## src/rtl/pipe_ctrl_pkg.sv

```systemverilog
// Shared types for the pipeline stall/flush controller: FSM state and the
// bundle of pipeline-register enable/flush controls.
package pipe_ctrl_pkg;

    localparam int unsigned REG_AW_DEF = 5;

    typedef enum logic {RUN, MDU_WAIT} ctrl_state_t;

    typedef struct packed {
        logic pc_en;
        logic ifid_en;
        logic ifid_flush;
        logic idex_en;
        logic idex_flush;
        logic exmem_en;
        logic exmem_flush;
        logic memwb_en;
    } ctrl_bus_t;

    localparam ctrl_bus_t CTRL_RUN = '{
        pc_en: 1'b1, ifid_en: 1'b1, ifid_flush: 1'b0, idex_en: 1'b1,
        idex_flush: 1'b0, exmem_en: 1'b1, exmem_flush: 1'b0, memwb_en: 1'b1
    };

    // Front end frozen, EX/MEM fed bubbles, older instruction drains through WB.
    localparam ctrl_bus_t CTRL_MDU_HOLD = '{
        pc_en: 1'b0, ifid_en: 1'b0, ifid_flush: 1'b0, idex_en: 1'b0,
        idex_flush: 1'b0, exmem_en: 1'b1, exmem_flush: 1'b1, memwb_en: 1'b1
    };

endpackage

```

## src/rtl/load_use_detect.sv

```systemverilog
// Combinational load-use hazard detection between the ID and EX stages.
module load_use_detect
    import pipe_ctrl_pkg::*;
#(
    parameter int unsigned REG_AW = REG_AW_DEF
) (
    input  logic [REG_AW-1:0] i_id_rs1,
    input  logic [REG_AW-1:0] i_id_rs2,
    input  logic              i_id_use_rs1,
    input  logic              i_id_use_rs2,
    input  logic [REG_AW-1:0] i_ex_rd,
    input  logic              i_ex_mem_read,
    output logic              o_lu
);

    logic w_hit_rs1;
    logic w_hit_rs2;

    assign w_hit_rs1 = i_id_use_rs1 && (i_id_rs1 == i_ex_rd);
    assign w_hit_rs2 = i_id_use_rs2 && (i_id_rs2 == i_ex_rd);

    // x0 is hard-wired to zero, so a load targeting it never creates a dependency.
    assign o_lu = i_ex_mem_read && (i_ex_rd != '0) && (w_hit_rs1 || w_hit_rs2);

endmodule

```

## src/rtl/pipe_hazard_ctrl.sv

```systemverilog
// Central stall/flush controller: load-use stalls, branch squash, MDU freeze with
// timeout, and a saturating stall-cycle counter.
module pipe_hazard_ctrl
    import pipe_ctrl_pkg::*;
#(
    parameter int unsigned REG_AW      = REG_AW_DEF,
    parameter int unsigned CNT_W       = 32,
    parameter int unsigned MDU_TIMEOUT = 64
) (
    input  logic              clk,
    input  logic              rst,
    input  logic [REG_AW-1:0] id_rs1,
    input  logic [REG_AW-1:0] id_rs2,
    input  logic              id_use_rs1,
    input  logic              id_use_rs2,
    input  logic [REG_AW-1:0] ex_rd,
    input  logic              ex_mem_read,
    input  logic              ex_br_taken,
    input  logic              ex_mdu_start,
    input  logic              mdu_done,
    output logic              pc_en,
    output logic              ifid_en,
    output logic              ifid_flush,
    output logic              idex_en,
    output logic              idex_flush,
    output logic              exmem_en,
    output logic              exmem_flush,
    output logic              memwb_en,
    output logic              mdu_err,
    output logic [CNT_W-1:0]  stall_cnt
);

    localparam int unsigned WCNT_W = (MDU_TIMEOUT > 2) ? $clog2(MDU_TIMEOUT) : 1;
    // The start cycle is the first stalled cycle, so the last wait cycle has index TIMEOUT-2.
    localparam logic [WCNT_W-1:0] WAIT_LAST = WCNT_W'(MDU_TIMEOUT - 2);

    ctrl_state_t       r_state;
    ctrl_state_t       w_state_nxt;
    logic [WCNT_W-1:0] r_wait_cnt;
    logic [WCNT_W-1:0] w_wait_cnt_nxt;
    logic [CNT_W-1:0]  r_stall_cnt;
    ctrl_bus_t         w_bus;
    logic              w_lu;
    logic              w_timeout;

    load_use_detect #(
        .REG_AW(REG_AW)
    ) u_load_use_detect (
        .i_id_rs1      (id_rs1),
        .i_id_rs2      (id_rs2),
        .i_id_use_rs1  (id_use_rs1),
        .i_id_use_rs2  (id_use_rs2),
        .i_ex_rd       (ex_rd),
        .i_ex_mem_read (ex_mem_read),
        .o_lu          (w_lu)
    );

    always_comb begin
        w_bus          = CTRL_RUN;
        w_state_nxt    = r_state;
        w_wait_cnt_nxt = r_wait_cnt;
        w_timeout      = 1'b0;
        case (r_state)
            RUN: begin
                if (ex_mdu_start) begin
                    w_bus          = CTRL_MDU_HOLD;
                    w_state_nxt    = MDU_WAIT;
                    w_wait_cnt_nxt = '0;
                end else if (ex_br_taken) begin
                    w_bus.ifid_flush = 1'b1;
                    w_bus.idex_flush = 1'b1;
                end else if (w_lu) begin
                    w_bus.pc_en      = 1'b0;
                    w_bus.ifid_en    = 1'b0;
                    w_bus.idex_flush = 1'b1;
                end
            end
            MDU_WAIT: begin
                if (mdu_done) begin
                    w_state_nxt = RUN;
                end else begin
                    w_bus = CTRL_MDU_HOLD;
                    if (r_wait_cnt == WAIT_LAST) begin
                        w_timeout        = 1'b1;
                        w_bus.idex_flush = 1'b1;
                        w_state_nxt      = RUN;
                    end else begin
                        w_wait_cnt_nxt = r_wait_cnt + WCNT_W'(1);
                    end
                end
            end
            default: w_state_nxt = RUN;
        endcase
        if (rst) begin
            w_bus     = '0;
            w_timeout = 1'b0;
        end
    end

    always_ff @(posedge clk or posedge rst) begin
        if (rst) begin
            r_state     <= RUN;
            r_wait_cnt  <= '0;
            r_stall_cnt <= '0;
        end else begin
            r_state    <= w_state_nxt;
            r_wait_cnt <= w_wait_cnt_nxt;
            if (!w_bus.pc_en && (r_stall_cnt != '1)) begin
                r_stall_cnt <= r_stall_cnt + CNT_W'(1);
            end
        end
    end

    assign pc_en       = w_bus.pc_en;
    assign ifid_en     = w_bus.ifid_en;
    assign ifid_flush  = w_bus.ifid_flush;
    assign idex_en     = w_bus.idex_en;
    assign idex_flush  = w_bus.idex_flush;
    assign exmem_en    = w_bus.exmem_en;
    assign exmem_flush = w_bus.exmem_flush;
    assign memwb_en    = w_bus.memwb_en;
    assign mdu_err     = w_timeout;
    assign stall_cnt   = r_stall_cnt;

endmodule

```

## config.mk

```make
export PLATFORM = sky130hd
export DESIGN_NAME = pipe_hazard_ctrl
export DESIGN_NICKNAME = d
export VERILOG_FILES = /design/src/rtl/pipe_ctrl_pkg.sv /design/src/rtl/load_use_detect.sv /design/src/rtl/pipe_hazard_ctrl.sv
export SDC_FILE = /design/constraint.sdc
export NUM_CORES = 1
export LEC_CHECK = 0
export CAP_MARGIN = 15
export CORE_MARGIN = 2
export CORE_UTILIZATION = 47
export CTS_CLUSTER_SIZE = 12
export DETAILED_ROUTE_END_ITERATION = 10
export PLACE_DENSITY_LB_ADDON = 0.15
export SYNTH_ARGS = -nofsm -noshare
export SYNTH_HDL_FRONTEND = slang
export SYNTH_HIERARCHICAL = 1
export SYNTH_SLANG_ARGS = --single-unit
```

## constraint.sdc

```tcl
create_clock -name clk -period 2.8 [get_ports clk]
set_clock_uncertainty 0.1 [all_clocks]
set_input_delay 0.56 -clock clk [delete_from_list [all_inputs] [get_ports clk]]
set_output_delay 0.56 -clock clk [all_outputs]
set_load 0.01 [all_outputs]
```

==> out/results.txt <==
fmax = 362.7 MHz
diode count = 0
First-pass DRT Iterations = 4
CTS clk-pin slew, worst paths = 0.07 ns
drt total wl = 5002 microns
Synth Instances = 217
CTS sink cnt = 39
Fin. Hold Viols = 0
Setup crit start kind = input port
initial antenna violation count = 0
CTS root buffer = clkbuf_8
vias in the first global route = 1,850
Tot Pwr = 1.887 mW
CTS HTree Levels = 2
status = finished, final reports clean
Final #Nets = 322
DP Wirelength = 3675 microns
most common cell after layout, fill and taps aside = clkdlybuf4s50_1
post-synth cell types = 39
first-pass GRT wire length = 8342 microns
leading register cell type out of synthesis = dfrtp_1
pwr/cell area = 602.8 mW/mm^2
Initial Util = 49.40%
Syn Std Cell Area = 0.002166 sq mm
Worst EP required = 2.14 ns
CP startpoint = ex_rd[0]
layout cells sized above 1 = 18.18%
Worst Setup End Kind = primary output
Tmin final = 2.757 ns
CTS Buffer Depth = 2
IO buf count = 63
Critical Path Max Stage Delay = 0.53 ns
setup total negative slack = 0 ns
Rel. slew slack = 68.18%
cts bufs inserted = 5
Die X-Extent = 71.89 microns
VDD IR-drop max = 0.0003458 V
most frequent cells in the layout = clkdlybuf4s50_1 (45), dfrtp_1 (39), xor2_1 (36)
fin crit share = 98.48%
critical-path maximum fanout = 3
Vias/cell = 5.570
Hold WC Path Type = input port to asynchronous set/reset pin
post-synthesis register bit count = 39
Worst Tran Pin Value = 0.4741 ns
GRT Total Usage = 20.59%
Worst Hold Slack = 0.3781 ns
1st-iter DRT viols = 115
vias post-DR = 1,944
CTS tree = yes
largest net degree at the start of global routing = 33
Max Cap Viol = 0
Mapped Avg Cell Area = 9.981 sq um
Final setup viols = 0
Net Count, Synth = 243
FF-to-FF End = stall_cnt[14]$_DFFE_PP0P_
sequential fraction of the synthesis area = 45.06%
IO Pins = 64
antenna-violating nets left = 0
chip height = 71.89 microns
DIE AREA = 0.005167 sq mm
async set-reset flop share out of synthesis = 100.0%
area delta synth->final = 44.54%
crit-path cells = clkdlybuf4s15_2, or4_4, o21ai_2, a21oi_2, or2_2, a31o_2, buf_6
placer congestion estimate = 0.7734
total gr overflow = 0
worst reg-to-reg path cell count = 7
DRC viols = 0
Rows = 24
CP arrival = 2.10 ns
hold_buf cts = 0
yosys warns = 6
count of pins over their slew limit = 0
Avg WL per Cell = 14.33 microns
worst r2r src = stall_cnt[0]$_DFFE_PP0P_
Util after Layout = 71.40%
leakage = 1.414 nW
Worst R2R Setup Slack = 0.41 ns
clk_lat worst skew = 0.29 ns
core box area = 0.004384 sq mm
RSZ-0062 raised after global routing = yes
Post-synth EDFFs = 0
slowest CP cell = or4_4
CP Class = input port to primary output
[power breakdown]
part | leakage (nW) | switching [mW] | internal [mW]
logic | 0.856 | 0.247 | 0.326
registers | 0.497 | 0.150 | 0.674
clock network | 0.0612 | 0.202 | 0.289
[how the worst max path moves through the flow]
stage / end / slack, ns / cells after the start
floorplan: pc_en / 0.10 / 8
global placement: pc_en / -0.68 / 8
detailed placement: pc_en / -0.74 / 8
CTS: idex_flush / 0.01 / 7
global route: idex_flush / -0.02 / 7
finish: idex_flush / 0.04 / 7
[timing repair]
item / CTS / global route
pin swaps: 10 / 9
resized for setup: 39 / 22
setup buffers: 1 / 0
setup endpoints to repair: 21 / 27
[area by class of cell]
type,count,area [sq um]
timing repair buffer,79,750.7
sequential,39,975.9
clock inverter,2,35.03
multi-input combinational,167,1206
clock buffer,6,82.58
inverter,4,15.01
tap,52,65.06
fill,340,1254
[cells in the mapped netlist, drive strengths merged, types with 2 or more instances]
library cell / count / share of area [%]
dfrtp: 39 / 45
nor4: 13 / 4.7
ha: 3 / 1.7
a21oi: 2 / 0.46
and4: 4 / 1.6
nand2b: 2 / 0.58
nand3: 13 / 3.0
buf: 4 / 1.4
and2: 3 / 0.87
o21ai: 11 / 2.5
clkbuf: 3 / 0.52
nand4: 11 / 3.2
inv: 4 / 0.69
or2: 2 / 0.58
nand2: 15 / 2.6
or3: 4 / 1.4
and3: 3 / 0.87
nor4b: 3 / 1.2
xnor2: 4 / 1.6
xor2: 37 / 15
nor3: 13 / 3.0
nor2: 9 / 1.6
o31ai: 2 / 0.69
nor3b: 2 / 0.69
[kinds of logic after synthesis]
logic type               after synthesis  synth area share (%)
multiplexers                           1                0.5199
XOR/XNOR                              41                 16.58
AND/OR/NAND/NOR                      102                 27.79
AO/OA/AOI/OAI                         20                 5.719
adder cells (fa/ha/maj)                3                 1.733
buffers and inverters                 11                 2.599
flip-flops                            39                 45.06
[state kept, by name, summed over array words and instances (netlist names)]
register	flops
stall_cnt	32
r_wait_cnt	6
r_state	1
[metal layers]
| layer | track usage (%) | part of all wire (%) | up-vias |
|---|---|---|---|
| met4 | 3.983 | 1.2 | 0 |
| met3 | 6.188 | 7.1 | 8 |
| met2 | 33.02 | 47 | 76 |
| met5 | 0 | 0 | - |
| met1 | 27.94 | 44 | 914 |
| li1 | - | - | 946 |
[through the flow]
step	cell area (sq um)	cells	worst slack (ns)
floorplan	2167	217	0.1021
global placement	2933	340	-0.6813
detailed placement	2933	340	-0.7441
CTS	3080	349	0.01260
global route	3131	349	-0.02071
finish	3131	349	0.04269
[critical path, delay by kind of cell]
kind | cells | cell delay [ns]
and+or+nand+nor | 2 | 0.80
AOI/OAI and AO/OA | 3 | 0.42
buffers and inverters | 2 | 0.32
(Power assumes the default switching activity.)
